--- src/rtl/nv_nvdla_sdp2pdp_buf.sv ---
// Elastic buffer on the SDP->PDP output stream.
// Upstream ready is derived from registered fill level only, so the ready path never sees
// pdp_sdp_ready. The head beat is always taken from storage, never bypassed from the input,
// so a beat pushed into an empty buffer appears on the output one cycle later.
module nv_nvdla_sdp2pdp_buf #(
  parameter int unsigned DW    = 128,
  parameter int unsigned DEPTH = 4,
  parameter int unsigned LW    = $clog2(DEPTH + 1)
) (
  input  logic          nvdla_core_clk,
  input  logic          nvdla_core_rstn,
  input  logic          sdp2pdp_valid,
  output logic          sdp2pdp_ready,
  input  logic [DW-1:0] sdp2pdp_pd,
  output logic          pdp_sdp_valid,
  input  logic          pdp_sdp_ready,
  output logic [DW-1:0] pdp_sdp_pd,
  input  logic          perf_en,
  input  logic          perf_clr,
  output logic [LW-1:0] buf_lvl,
  output logic [31:0]   perf_xfer_cnt,
  output logic [31:0]   perf_stall_cnt
);

  localparam int unsigned AW = $clog2(DEPTH);

  logic [DW-1:0] mem_q [DEPTH];
  logic [AW-1:0] rd_ptr_q, wr_ptr_q;
  logic [LW-1:0] lvl_q, lvl_d;
  logic          valid_q;
  logic [31:0]   perf_xfer_cnt_q, perf_xfer_cnt_d;
  logic [31:0]   perf_stall_cnt_q, perf_stall_cnt_d;
  logic          push, pop;

  assign sdp2pdp_ready  = (lvl_q != LW'(DEPTH));
  assign push           = sdp2pdp_valid & sdp2pdp_ready;
  assign pop            = valid_q & pdp_sdp_ready;
  assign pdp_sdp_valid  = valid_q;
  assign pdp_sdp_pd     = mem_q[rd_ptr_q];
  assign buf_lvl        = lvl_q;
  assign perf_xfer_cnt  = perf_xfer_cnt_q;
  assign perf_stall_cnt = perf_stall_cnt_q;

  // Fill level next state: += push - pop.
  always_comb begin
    lvl_d = lvl_q;
    unique case ({push, pop})
      2'b10:   lvl_d = lvl_q + LW'(1);
      2'b01:   lvl_d = lvl_q - LW'(1);
      default: lvl_d = lvl_q;
    endcase
  end

  // Storage, pointers and registered valid; pointers wrap naturally at DEPTH.
  always_ff @(posedge nvdla_core_clk or negedge nvdla_core_rstn) begin
    if (!nvdla_core_rstn) begin
      for (int i = 0; i < int'(DEPTH); i++) begin
        mem_q[i] <= '0;
      end
      rd_ptr_q <= '0;
      wr_ptr_q <= '0;
      lvl_q    <= '0;
      valid_q  <= 1'b0;
    end else begin
      if (push) begin
        mem_q[wr_ptr_q] <= sdp2pdp_pd;
        wr_ptr_q        <= wr_ptr_q + AW'(1);
      end
      if (pop) begin
        rd_ptr_q <= rd_ptr_q + AW'(1);
      end
      lvl_q   <= lvl_d;
      valid_q <= (lvl_d != '0);
    end
  end

  // Saturating perf counters; clear wins over a coincident increment.
  always_comb begin
    perf_xfer_cnt_d  = perf_xfer_cnt_q;
    perf_stall_cnt_d = perf_stall_cnt_q;
    if (perf_clr) begin
      perf_xfer_cnt_d  = '0;
      perf_stall_cnt_d = '0;
    end else if (perf_en) begin
      if (pop && (perf_xfer_cnt_q != '1)) begin
        perf_xfer_cnt_d = perf_xfer_cnt_q + 32'd1;
      end
      if (valid_q && !pdp_sdp_ready && (perf_stall_cnt_q != '1)) begin
        perf_stall_cnt_d = perf_stall_cnt_q + 32'd1;
      end
    end
  end

  // Perf counter registers.
  always_ff @(posedge nvdla_core_clk or negedge nvdla_core_rstn) begin
    if (!nvdla_core_rstn) begin
      perf_xfer_cnt_q  <= '0;
      perf_stall_cnt_q <= '0;
    end else begin
      perf_xfer_cnt_q  <= perf_xfer_cnt_d;
      perf_stall_cnt_q <= perf_stall_cnt_d;
    end
  end

endmodule

--- config.mk ---
export PLATFORM = sky130hd
export DESIGN_NAME = nv_nvdla_sdp2pdp_buf
export DESIGN_NICKNAME = d
export VERILOG_FILES = /design/src/rtl/nv_nvdla_sdp2pdp_buf.sv
export SDC_FILE = /design/constraint.sdc
export NUM_CORES = 1
export LEC_CHECK = 0
export ABC_CLOCK_PERIOD_IN_PS = 2100
export BUFFER_PORTS_ARGS = -buffer_cell sky130_fd_sc_hd__buf_4
export CAP_MARGIN = 5
export CORE_UTILIZATION = 50
export DETAILED_ROUTE_END_ITERATION = 8
export PLACE_DENSITY = 0.73
export SLEW_MARGIN = 25
export SYNTH_ARGS = -nofsm -noshare
export SYNTH_HDL_FRONTEND = slang
export SYNTH_SLANG_ARGS = --single-unit
--- constraint.sdc ---
create_clock -name nvdla_core_clk -period 2.1 [get_ports nvdla_core_clk]
set_input_delay 0.42 -clock nvdla_core_clk [delete_from_list [all_inputs] [get_ports nvdla_core_clk]]
set_output_delay 0.42 -clock nvdla_core_clk [all_outputs]
set_load 0.01 [all_outputs]
# Yosys cells after proc, flatten, opt, wreduce, memory -nomap -nowiden
# Cells that the tools add are included.
[word_totals]
output_inout_bits = 197
ff_bits = 584
elab_cells = 52
[op_classes]
addsub = 6
mux = 13
bitwise_logic = 4
n_lt_le_gt_ge = 3
n_reduce_logical = 11
n_eq_ne = 5
[op_table]
columns = ["op", "count"]
rows = [
  ["$bwmux W512", 1],
  ["$mux W128", 3],
  ["$bmux W128 S2", 1],
  ["$demux W128 S2", 1],
  ["$mux W32", 6],
  ["$add A32 B1 Y32 const B", 2],
  ["$ne A32 B32 Y1 const B", 2],
  ["$ge A3 B3 Y1 const B", 2],
  ["$not A2 Y3", 2],
  ["$pmux W3 S2", 1],
  ["$reduce_bool A2 Y1", 3],
  ["$add A2 B1 Y2 const B", 2],
  ["$logic_and A1 B1 Y1", 4],
  ["$reduce_and A2 Y1", 2],
  ["$add A3 B1 Y3 const B", 1],
  ["$lt A3 B1 Y1 const B", 1],
  ["$ne A3 B3 Y1 const B", 1],
  ["$reduce_bool A3 Y1", 1],
  ["$sub A3 B1 Y3 const B", 1],
  ["$and A1 B1 Y1", 2],
  ["$eq A2 B1 Y1 const B", 1],
  ["$eq A2 B2 Y1 const B", 1],
  ["$logic_not A1 Y1", 1],
]

# Depth between registers and ports, before layout
# Gate-level depths: netlist of the first run.
[depth]
word_depth = 6
mapped_depth = 11
depth_no_buf = 10

# Worst setup path after synthesis of the first run
# No wires, ideal clock.
[synth_path]
kind = "register to register"
from = "register lvl_q[0] (netlist: buf_lvl[0])"
to = "register valid_q (netlist: pdp_sdp_valid)"
synth_period_minus_slack_ps = 2446
stages_incl_launch_ff = 10
path_buffers = 1
arrival_ps = 2315
setup_ps = 131
path_slack_ps = -346
path_cell_list = "dfrtp_1 > nor2_1 > nand2_1 > and2_1 > clkbuf_1 > inv_1 > ha_1 > fa_1 > mux2_2 > or3_1"
[synth_via]
elab_chain_len = 5
elab_cells_between_ends = 8
classes_between = "add/sub: 2; eq/ne: 3; mux: 1; bitwise: 1; reduce/logical: 1"
[synth_lines]
columns = ["item", "line_no", "text"]
rows = [
  ["start, declared", "29", "logic [LW-1:0] lvl_q, lvl_d;"],
  ["start signal, assigned", "72", "lvl_q <= lvl_d;"],
  ["$ne A3 B3 Y1 (*)", "35", "assign sdp2pdp_ready = (lvl_q != LW'(DEPTH));"],
  ["named net sdp2pdp_ready", "13", "output logic sdp2pdp_ready,"],
  ["$and A1 B1 Y1 (*)", "36", "assign push = sdp2pdp_valid & sdp2pdp_ready;"],
  ["$eq A2 B1 Y1 or $eq A2 B2 Y1 (tied branches)", "47", "unique case ({push, pop})"],
  ["$pmux W3 S2 (*)", "47", ""],
  ["named net lvl_d[1]", "29", ""],
  ["$reduce_bool A3 Y1 (*)", "73", "valid_q <= (lvl_d != '0);"],
  ["end signal, assigned", "73", ""],
  ["end, declared", "30", "logic valid_q;"],
]
# Mark *: on every way through the listed nets, which the timed path passes. The rest lies on a longest branch.
# A chain may end at the register's enable or synchronous reset.

# Worst setup path in the final report of the first run
[layout_path]
from = "register rd_ptr_q[0]"
to = "output pdp_sdp_pd[48]"
[layout_via]
elab_chain_len = 4
[layout_lines]
columns = ["item", "line_no", "text"]
rows = [
  ["start, declared", "28", "logic [AW-1:0] rd_ptr_q, wr_ptr_q;"],
  ["start signal, assigned", "70", "rd_ptr_q <= rd_ptr_q + AW'(1);"],
  ["$not A2 Y3 (not written as such)", "39", "assign pdp_sdp_pd = mem_q[rd_ptr_q];"],
  ["$bmux W128 S2", "39", ""],
  ["$mux W128 (not written as such) (2 in series)", "39", ""],
  ["end, declared", "17", "output logic [DW-1:0] pdp_sdp_pd,"],
]
# Every way passes these cells. The select of a mux whose other input is x is not followed.

==> results by group, run 1 <==
Placed design
  – Area post-placement: 0.03025 mm²
  – Placed wire-length estimate: 39120 µm
  – Placer Congestion: 0.8551
  – IO Port Bufs: 330

Routing
  – Detail Route Antenna Nets: 0
  – Final WL: 61620 µm
  – 1st-iter DRT viols: 859
  – Residual DRC: 0
  – Vias: 16130
  – Via density per instance: 5.682
  – DRT Pass-1 Iters: 5
  – WL/cell: 21.71 µm

Logic synthesis
  – Yosys cell types: 48
  – Register bit total from synthesis: 584
  – Ys Warns: 0
  – Synthesized instance count: 1667
  – Synth top area share: 0.5665
  – EDFF count, synth: 0
  – Synth cell count leaders: dfrtp_1 (584), mux2_2 (520), mux4_2 (128)
  – Syn Std Cell Area: 0.02580 mm²
  – Yosys top cell by area: dfrtp_1
  – Avg Cell Area, Syn: 15.48 µm²
  – Syn nets: 1809
  – Seq/Total Area, Yosys: 0.5665
  – Largest cells by area after synthesis: dfrtp_1 (57%), mux2_2 (23%), mux4_2 (11%)
  – Synth Flop Type: dfrtp_1
  – Async S/R FF share, synth: 1.000
  – Most common cell in the synthesized netlist: dfrtp_1

Clock network
  – Clock Path Buffers: 3
  – Clock Sink Count: 584
  – Clk slew on worst S/H paths: 0.06 ns
  – Clk_lat worst skew: 0.61 ns
  – Num CTS Buffers: 60
  – Clk root buf: clkbuf_16
  – H-tree Lvls: 2
  – CTS tree: built

Power and ir drop
  – Clock share of power: 0.204
  – Sequential share of power: 0.348
  – Int Power: 37.99 mW
  – P_leak: 14.50 nW
  – Sw frac: 0.3001
  – Pwr/cell area: 1632 mW/mm²
  – Peak VDD IR: 0.9572 mV
  – Switch Pwr: 16.28 mW
  – Comb pwr share: 0.448
  – Overall Power: 54.27 mW

Timing
  – Slew margin rel.: 0.5826
  – Clock Skew: 0.01342 ns
  – Final setup violation count: 128
  – Setup slack after layout: -0.4594 ns
  – RSZ-0062 raised after global routing: true
  – Worst Max-Slew Pin Slew: 0.6104 ns
  – Hold Vio Cnt, Final: 0
  – Post-layout min period: 2.559 ns
  – Crit share post-route: 1.219
  – Final Max Tran Viols: 0
  – Max Freq: 390.7 MHz

Critical path
  – Crit Reg-Reg Endpoint: pdp_sdp_valid
  – Delay-heaviest family, CP: multiplexers
  – Max stage delay on crit path: 0.55 ns
  – Req. time, crit path: 1.68 ns
  – FF-to-FF Start: buf_lvl[0]
  – Worst path depth: 4
  – Largest fanout on the critical path: 11
  – CP Launch Type: flop
  – CP Capture Point: pdp_sdp_pd[48]
  – Crit path DAT: 2.14 ns
  – Reg2Reg Depth: 8
  – CP cell instances: buf_12 -> buf_16 -> mux4_2 -> buf_6
  – Worst setup path start: rd_ptr_q[0]
  – R2R Setup Slk: 0.03 ns
  – WP buf/inv: 3
  – Setup Crit Path Kind: reg2out
  – CP max stage cell: mux4_2
  – Critical path capture point type: primary output

Layout
  – Fill count: 3598
  – Area of the multi-input gates: 0.01096 mm²
  – Final Cell Area: 0.03325 mm²
  – Final nets: 2259
  – Share of layout cells above drive strength 1: 0.5965
  – Register area: 0.01463 mm²
  – Area grow syn2layout: 28.88%

Run status
  – Failing checks: negative setup slack
  – Status: finished, violations left

Global route
  – Initial antenna violation count: 6
  – First-pass GRT wire length: 98700 µm
  – Congestion Overflow GR: 0
  – Largest net degree at the start of global routing: 93
  – Gr usage total: 0.2386
  – Vias in the first global route: 17690

Floorplanning
  – Die width: 229.2 µm
  – Die ar.: 0.05251 mm²
  – Core ar.: 0.05048 mm²
  – Cell Rows: 82
  – Io pins: 331
  – Initial core utilization: 0.5111
  – Die height: 229.2 µm

Worst hold path
  – Worst Hold Class: in2reg

Flow run
  – Max-cap violations: 0
## cells by family (layout without fill, tap and decap cells)
| family | count (synthesis) | in the layout | synth area share |
|---|---|---|---|
| fa+ha+maj | 8 | 8 | 0.004171 |
| simple gates | 196 | 196 | 0.04210 |
| mux | 649 | 649 | 0.3391 |
| compound gates | 83 | 84 | 0.02052 |
| other cells | 0 | 5 | 0 |
| xor+xnor | 30 | 30 | 0.01018 |
| flops | 584 | 584 | 0.5665 |
| buf+inv | 117 | 610 | 0.01746 |
## power by group through the flow
stage	sequential, mW	combinational (mW)	clock (mW)
global placement	18.6	21.7	0
finish	18.9	24.3	11.1
detailed placement	19.0	22.2	0
floorplan	18.1	14.0	0
global route	19.5	25.8	11.8
CTS	18.9	24.3	11.3
## what timing repair did
item | CTS | global route
resized for setup | 98 | 27
pin swaps | 3 | 11
buffers inserted | 10 | 11
hold buffers | 1 | 0
setup endpoints to repair | 142 | 154
cloned | 6 | 4
endpoints found under the hold margin | 188 | 0
## state kept, by name, indices dropped and copies added (netlist names)
register	cells
perf_stall_cnt	32
mem_q	512
rd_ptr_q	2
wr_ptr_q	2
buf_lvl	3
perf_xfer_cnt	32
pdp_sdp_valid	1
## layout make-up
cell class / instances / share of cell area
antenna: 5 / 0.0003763
clock inverter: 24 / 0.009822
clock buffer: 82 / 0.05189
tap: 672 / 0.02529
timing repair buffer: 493 / 0.1418
multi-input combinational: 967 / 0.3296
sequential: 584 / 0.4400
inverter: 11 / 0.001242
## layer usage
layer  wire length (µm)  global-route usage  vias up
met5                 12                   0        -
met3               3645             0.05951       96
met4               1562             0.07188        2
met1              25410              0.3091     8492
li1                   -                   -     7166
met2              30990              0.3972      370
## cell usage in the layout (no fill, tap or decap), types with 8 or more instances in the layout
cell,instances
dfrtp_1,575
mux2_2,519
buf_4,363
mux4_2,128
buf_6,81
clkbuf_16,64
nor2_1,42
buf_12,31
a21oi_1,26
nand2_1,24
nand4_1,22
xnor2_1,21
nand3_1,21
or3_1,20
o21ai_0,16
o31ai_1,15
clkinv_2,14
clkbuf_8,12
or4_1,11
inv_1,10
buf_16,10
clkbuf_1,9
xor2_1,8
bufinv_16,8
## worst min path at each step
| stage | startpoint | end | slack (ns) | cells after the start |
|---|---|---|---|---|
| floorplan | nvdla_core_rstn | buf_lvl[0] | 0.12 | 0 |
| CTS | sdp2pdp_pd[122] | mem_q[378] | 0.02 | 2 |
| finish | sdp2pdp_pd[122] | mem_q[378] | 0.06 | 2 |
| detailed placement | nvdla_core_rstn | mem_q[21] | 0.28 | 1 |
| global route | sdp2pdp_pd[2] | mem_q[258] | 0.04 | 2 |
| global placement | nvdla_core_rstn | mem_q[21] | 0.28 | 1 |
## stage by stage
| stage | setup TNS [ns] | cells | hold WS, ns | utilization | setup slack, ns |
|---|---|---|---|---|---|
| global placement | -2.368 | 2696 | 0.2766 | 0.5992 | -0.2690 |
| detailed placement | -2.961 | 2696 | 0.2800 | 0.5992 | -0.2698 |
| finish | -52.41 | 2838 | 0.06250 | 0.6587 | -0.4594 |
| CTS | -57.94 | 2819 | 0.02460 | 0.6527 | -0.5082 |
| floorplan | -0.4696 | 1667 | 0.1244 | - | -0.1371 |
| global route | -62.37 | 2836 | 0.04107 | 0.6586 | -0.5334 |
Note: power is estimated with default switching activity, not from simulation.
==> run 2, diff against run 1 <==
--- a/config.mk
+++ b/config.mk
@@ -11,6 +11,7 @@
 export CORE_UTILIZATION = 50
 export DETAILED_ROUTE_END_ITERATION = 8
 export PLACE_DENSITY = 0.73
+export SETUP_SLACK_MARGIN = 0.5
 export SLEW_MARGIN = 25
 export SYNTH_ARGS = -nofsm -noshare
 export SYNTH_HDL_FRONTEND = slang
==> run 2 against run 1 <==
Effect of this change: the run still ends with negative setup slack left; cell count grew 5.9%; setup slack lost 0.061 ns; clock skew grew 0.0018 ns; critical path type unchanged; cell area grew 12%.
==> results by group, run 2 (synthesis gave the netlist of run 1 again) <==
Timing
  – Hold Vio Cnt, Final: 0 (unchanged)
  – Setup TNS: -57.80 ns (-5.390 ns)
  – Setup slack after layout: -0.5201 ns (-0.06067 ns)
  – Slew margin rel.: 0.5840 (+0.001440)
  – Final setup violation count: 129 (+0.78%)
  – WHS: 0.03958 ns (-0.02293 ns)
  – Final Max Tran Viols: 0 (unchanged)
  – Max Freq: 381.7 MHz (-2.3%)
  – Post-layout min period: 2.620 ns (+0.06067 ns)
  – Crit share post-route: 1.248 (+0.02889)
  – Worst Max-Slew Pin Slew: 0.6240 ns (+0.01362 ns)
  – Clock Skew: 0.01526 ns (+0.001835 ns)
  – RSZ-0062 raised after global routing: true

Placed design
  – Placed wire-length estimate: 41180 µm (+5.3%)
  – IO Port Bufs: 330 (unchanged)
  – Placer Congestion: 0.8695 (+1.7%)
  – Area post-placement: 0.03073 mm² (+1.6%)

Clock network
  – H-tree Lvls: 2 (unchanged)
  – Clock Sink Count: 584 (unchanged)
  – Clk slew on worst S/H paths: 0.06 ns (about the same)
  – Clk_lat worst skew: 0.64 ns (+0.03 ns)
  – Clk root buf: clkbuf_16
  – CTS tree: built
  – Clock Path Buffers: 3 (unchanged)
  – Num CTS Buffers: 60 (unchanged)

Layout
  – Final nets: 2422 (+7.2%)
  – Fill count: 3057 (-15%)
  – Share of layout cells above drive strength 1: 0.6531 (+0.05660)
  – Commonest cells after routing, fill and taps aside: dfrtp_1 (574), buf_4 (373), mux2_2 (338)
  – Final Cell Area: 0.03709 mm² (+12%)
  – Register area: 0.01463 mm² (about the same)
  – Area of the multi-input gates: 0.01222 mm² (+12%)
  – Most common cell after layout, fill and taps aside: dfrtp_1
  – Max reg flops: 512 (unchanged)
  – Biggest register: mem_q
  – Area grow syn2layout: 43.78%

Floorplanning
  – Die height: 229.2 µm (unchanged)
  – Cell Rows: 82 (unchanged)
  – Initial core utilization: 0.5111 (unchanged)
  – Die width: 229.2 µm (unchanged)
  – Core ar.: 0.05048 mm² (unchanged)
  – Io pins: 331 (unchanged)
  – Die ar.: 0.05251 mm² (unchanged)

Critical path
  – Largest fanout on the critical path: 7 (-4)
  – Critical path capture point type: primary output
  – CP cell instances: buf_12 -> buf_12 -> buf_16 -> mux4_2 -> buf_6
  – R2R Setup Slk: -0.02 ns (-0.05 ns)
  – Top cell by count, worst path: buf_12
  – Setup Crit Path Kind: reg2out
  – WP buf/inv: 4 (+1)
  – CP Launch Type: flop
  – Req. time, crit path: 1.68 ns (about the same)
  – Crit Reg-Reg Endpoint: perf_stall_cnt[15]
  – Reg2Reg Depth: 6 (-2)
  – Delay-heaviest family, CP: buffers and inverters
  – Crit path DAT: 2.20 ns (+0.06 ns)
  – FF-to-FF Start: perf_stall_cnt[1]
  – Max stage delay on crit path: 0.51 ns (-0.04 ns)
  – CP max stage cell: dfrtp_4

Routing
  – Residual DRC: 0 (unchanged)
  – WL/cell: 24.98 µm (+15%)
  – DRT Pass-1 Iters: 5 (unchanged)
  – Final WL: 75080 µm (+22%)
  – Via density per instance: 5.858 (+3.1%)
  – 1st-iter DRT viols: 965 (+12%)
  – Detail Route Antenna Nets: 0 (unchanged)
  – Vias: 17600 (+9.2%)

Worst hold path
  – Hold path startpoint: sdp2pdp_pd[65]
  – Worst Hold Class: in2reg
  – Hold worst-path end: mem_q[449]
  – Hold path cells: 2 (unchanged)

Power and ir drop
  – Int Power: 41.27 mW (+8.6%)
  – Peak VDD IR: 0.9475 mV (-1.0%)
  – Comb pwr share: 0.490 (+0.042)
  – P_leak: 16.83 nW (+16%)
  – Sequential share of power: 0.323 (-0.025)
  – Clock share of power: 0.187 (-0.017)
  – Switch Pwr: 18.22 mW (+12%)
  – Pwr/cell area: 1604 mW/mm² (-1.8%)
  – Sw frac: 0.3062 (+0.006167)

Run status
  – Status: finished, violations left
  – Failing checks: negative setup slack

Global route
  – First-pass GRT wire length: 107000 µm (+8.4%)
  – Initial antenna violation count: 4 (-2)
  – Largest net degree at the start of global routing: 73 (-22%)
  – Gr usage total: 0.2615 (+0.02282)
  – Vias in the first global route: 18440 (+4.2%)
  – Congestion Overflow GR: 0 (unchanged)

Flow run
  – Max-cap violations: 0 (unchanged)
run 2: area by class of cell:
type	count	share of cell area
tap	672	0.02267
multi-input combinational	969	0.3295
clock buffer	89	0.04746
clock inverter	25	0.008298
sequential	584	0.3944
inverter	11	0.001181
antenna	1	0.00006746
timing repair buffer	654	0.1964
run 2: timing repair:
item                       4_1_cts  5_1_grt
hold buffers                     1        0
setup endpoints to repair      776      776
gates cloned                    24       24
pin swaps                       52       45
setup buffers                   59       49
gates resized for setup        257      278
hold endpoints to repair        33        0
run 2: metrics by stage:
step / setup WS, ns / total power [mW] / util / instances
detailed placement: -0.2385 / 41.61 / 0.6087 / 2733
finish: -0.5201 / 59.49 / 0.7349 / 3005
global route: -0.5708 / 61.99 / 0.7349 / 3005
CTS: -0.5657 / 56.71 / 0.6955 / 2931
floorplan: -0.1306 / 33.12 / - / 1667
global placement: -0.1859 / 40.59 / 0.6087 / 2733
run 2: worst register-to-register path, cell delays in order (launching register included):
cell and delay [ns]:
dfrtp_1 0.47, nand2_1 0.17, or4_4 0.47, a311o_1 0.34, buf_6 0.15, or3_4 0.33
a21oi_2 0.13
run 2: worst max path at each step:
stage                   from                 end  slack (ns)  depth (start not counted)
2_1_floorplan     buf_lvl[1]       pdp_sdp_valid       -0.13                         11
6_report         rd_ptr_q[0]      pdp_sdp_pd[35]       -0.52                          5
3_3_place_gp   pdp_sdp_ready  perf_stall_cnt[25]       -0.19                          6
3_5_place_dp   pdp_sdp_ready  perf_stall_cnt[19]       -0.24                          6
5_1_grt          rd_ptr_q[0]      pdp_sdp_pd[32]       -0.57                          5
4_1_cts          rd_ptr_q[0]     pdp_sdp_pd[113]       -0.57                          5
run 2: power groups by stage:
| stage | Sequential [mW] | Combinational, mW | Clock [mW] |
|---|---|---|---|
| final | 19.2 | 29.1 | 11.1 |
| after floorplan | 18.1 | 15.0 | 0 |
| after detailed placement | 19.1 | 22.5 | 0 |
| after global routing | 19.8 | 30.5 | 11.7 |
| after global placement | 18.6 | 22.0 | 0 |
| after CTS | 18.9 | 26.5 | 11.3 |
run 2: metal layers:
layer  track usage  vias up  share of wire
met1        0.3514     9417           0.42
met3       0.04519      120          0.054
li1              -     7511              -
met2        0.4440      548           0.51
met4       0.06167        6          0.022
met5             0        -        0.00061
==> run 3, diff against run 2 <==
--- a/config.mk
+++ b/config.mk
@@ -10,9 +10,10 @@
 export CAP_MARGIN = 5
 export CORE_UTILIZATION = 50
 export DETAILED_ROUTE_END_ITERATION = 8
-export PLACE_DENSITY = 0.73
+export MAX_ROUTING_LAYER = met4
+export PLACE_DENSITY_LB_ADDON = 0.12
 export SETUP_SLACK_MARGIN = 0.5
-export SLEW_MARGIN = 25
+export SLEW_MARGIN = 10
 export SYNTH_ARGS = -nofsm -noshare
 export SYNTH_HDL_FRONTEND = slang
 export SYNTH_SLANG_ARGS = --single-unit
==> run 3 against run 2 <==
Effect of this change: the flow still finishes with violations (negative setup slack); non-clock buffer count is 43 lower; via count is 3.0% lower; worst hold slack better by 0.0077 ns; critical path depth is 1 lower; power is 3.6% lower; clock power hardly changed.
==> results by group, run 3 (synthesis gave the netlist of run 1 again) <==
Floorplanning
  – Io pins: 331 (unchanged)
  – Core ar.: 0.05048 mm² (unchanged)
  – Die width: 229.2 µm (unchanged)
  – Initial core utilization: 0.5111 (unchanged)
  – Cell Rows: 82 (unchanged)
  – Die height: 229.2 µm (unchanged)
  – Die ar.: 0.05251 mm² (unchanged)

Timing
  – Worst Max-Slew Pin Slew: 0.6234 ns (-0.0006391 ns)
  – RSZ-0062 raised after global routing: true
  – Crit share post-route: 1.238 (-0.009390)
  – Max Freq: 384.6 MHz (+0.76%)
  – Post-layout min period: 2.600 ns (-0.01972 ns)
  – Clock Skew: 0.02192 ns (+0.006662 ns)
  – Setup slack after layout: -0.5004 ns (+0.01972 ns)
  – Final Max Tran Viols: 0 (unchanged)
  – Hold Vio Cnt, Final: 0 (unchanged)
  – WHS: 0.04730 ns (+0.007722 ns)
  – Final setup violation count: 130 (+0.78%)
  – Setup TNS: -56.19 ns (+1.613 ns)
  – Slew margin rel.: 0.5844 (about the same)

Placed design
  – Place WS: -0.2528 ns (-0.01436 ns)
  – Placer Congestion: 0.8550 (-1.7%)
  – IO Port Bufs: 330 (unchanged)
  – Area post-placement: 0.03052 mm² (-0.67%)
  – Placed wire-length estimate: 40130 µm (-2.6%)

Power and ir drop
  – P_leak: 16.38 nW (-2.7%)
  – Pwr/cell area: 1584 mW/mm² (-1.3%)
  – Overall Power: 57.33 mW (-3.6%)
  – Peak VDD IR: 1.111 mV (+17%)

Critical path
  – Delay-heaviest family, CP: multiplexers
  – CP cell instances: buf_12 -> buf_12 -> mux4_2 -> buf_4
  – WP buf/inv: 3 (-1)
  – CP Launch Type: flop
  – CP max stage cell: mux4_2
  – Setup Crit Path Kind: reg2out
  – Critical path capture point type: primary output
  – Max stage delay on crit path: 0.56 ns (+0.05 ns)
  – Req. time, crit path: 1.68 ns (about the same)
  – Crit path DAT: 2.18 ns (-0.02 ns)
  – Largest fanout on the critical path: 17 (+10)
  – Top cell by count, worst path: buf_12

Global route
  – Largest net degree at the start of global routing: 53 (-27%)
  – Gr usage total: 0.2545 (-0.006948)
  – Vias in the first global route: 17980 (-2.5%)
  – First-pass GRT wire length: 101700 µm (-4.9%)
  – Initial antenna violation count: 4 (unchanged)
  – Congestion Overflow GR: 0 (unchanged)

Clock network
  – Clk root buf: clkbuf_16
  – Clk_lat worst skew: 0.62 ns (-0.02 ns)
  – CTS tree: built
  – H-tree Lvls: 2 (unchanged)
  – Num CTS Buffers: 60 (unchanged)
  – Clock Sink Count: 584 (unchanged)
  – Clk slew on worst S/H paths: 0.06 ns (about the same)
  – Clock Path Buffers: 3 (unchanged)

Layout
  – Share of layout cells above drive strength 1: 0.6484 (-0.004640)
  – Max reg flops: 512 (unchanged)
  – Commonest cells after routing, fill and taps aside: dfrtp_1 (573), buf_4 (418), mux2_2 (336)
  – Fill count: 3246 (+6.2%)
  – Final Cell Area: 0.03620 mm² (-2.4%)
  – Final nets: 2378 (-1.8%)
  – Most common cell after layout, fill and taps aside: dfrtp_1
  – Biggest register: mem_q
  – Area grow syn2layout: 40.34%

Routing
  – Final WL: 70320 µm (-6.3%)
  – DRT Pass-1 Iters: 5 (unchanged)
  – 1st-iter DRT viols: 833 (-14%)
  – Via density per instance: 5.761 (-1.6%)
  – Residual DRC: 0 (unchanged)
  – Detail Route Antenna Nets: 0 (unchanged)
  – WL/cell: 23.73 µm (-5.0%)
  – Vias: 17070 (-3.0%)

Flow run
  – Max-cap violations: 0 (unchanged)

Run status
  – Status: finished, violations left
  – Failing checks: negative setup slack

Worst hold path
  – Worst Hold Class: in2reg
-- run 3: cell type report --
type	instances	area, µm²	area share
multi-input combinational	968	12190	0.3367
tap	672	840.8	0.02322
sequential	584	14630	0.4042
clock buffer	88	1818	0.05021
clock inverter	25	317.8	0.008778
inverter	11	43.79	0.001210
timing repair buffer	611	6351	0.1754
antenna	4	10.01	0.0002765
-- run 3: per-layer routing --
metal / vias to the layer above / global-route usage / routed length (µm)
met1: 9143 / 0.3227 / 29280
li1: 7417 / - / -
met4: 0 / 0.07208 / 1659
met2: 403 / 0.4134 / 35390
met5: - / - / 0
met3: 108 / 0.05515 / 3996
-- run 3: metrics by stage --
step / utilization / std cells
floorplan: - / 1667
global placement: 0.6047 / 2714
detailed placement: 0.6047 / 2714
CTS: 0.6738 / 2888
global route: 0.7172 / 2963
finish: 0.7172 / 2963
-- run 3: report_power, final --
group | switching [mW] | internal [mW] | leakage (nW) | total (mW)
Combinational | 10.2 | 16.6 | 8.28 | 26.9
Sequential | 2.59 | 16.5 | 7.04 | 19.1
Clock | 4.55 | 6.84 | 1.07 | 11.4
Total | 17.4 | 40.0 | 16.4 | 57.3
-- run 3: worst paths after layout --
path	from	end	slack, ns	cells past startpoint
max	rd_ptr_q[0]	pdp_sdp_pd[29]	-0.50	4
min	sdp2pdp_pd[115]	mem_q[499]	0.05	2
max reg2reg	buf_lvl[0]	pdp_sdp_valid	-0.06	8
min reg2reg	mem_q[178]	mem_q[178]	0.50	1
max in group asynchronous	nvdla_core_rstn	mem_q[67]	0.96	4
min in group asynchronous	nvdla_core_rstn	mem_q[403]	0.27	2
-- run 3: timing repair --
action / 4_1_cts / 5_1_grt
gates cloned: 13 / 28
hold buffers: 1 / 0
setup buffers: 47 / 43
gates resized for setup: 161 / 292
endpoints found under the hold margin: 32 / 0
pin swaps: 56 / 50
setup endpoints to repair: 774 / 776
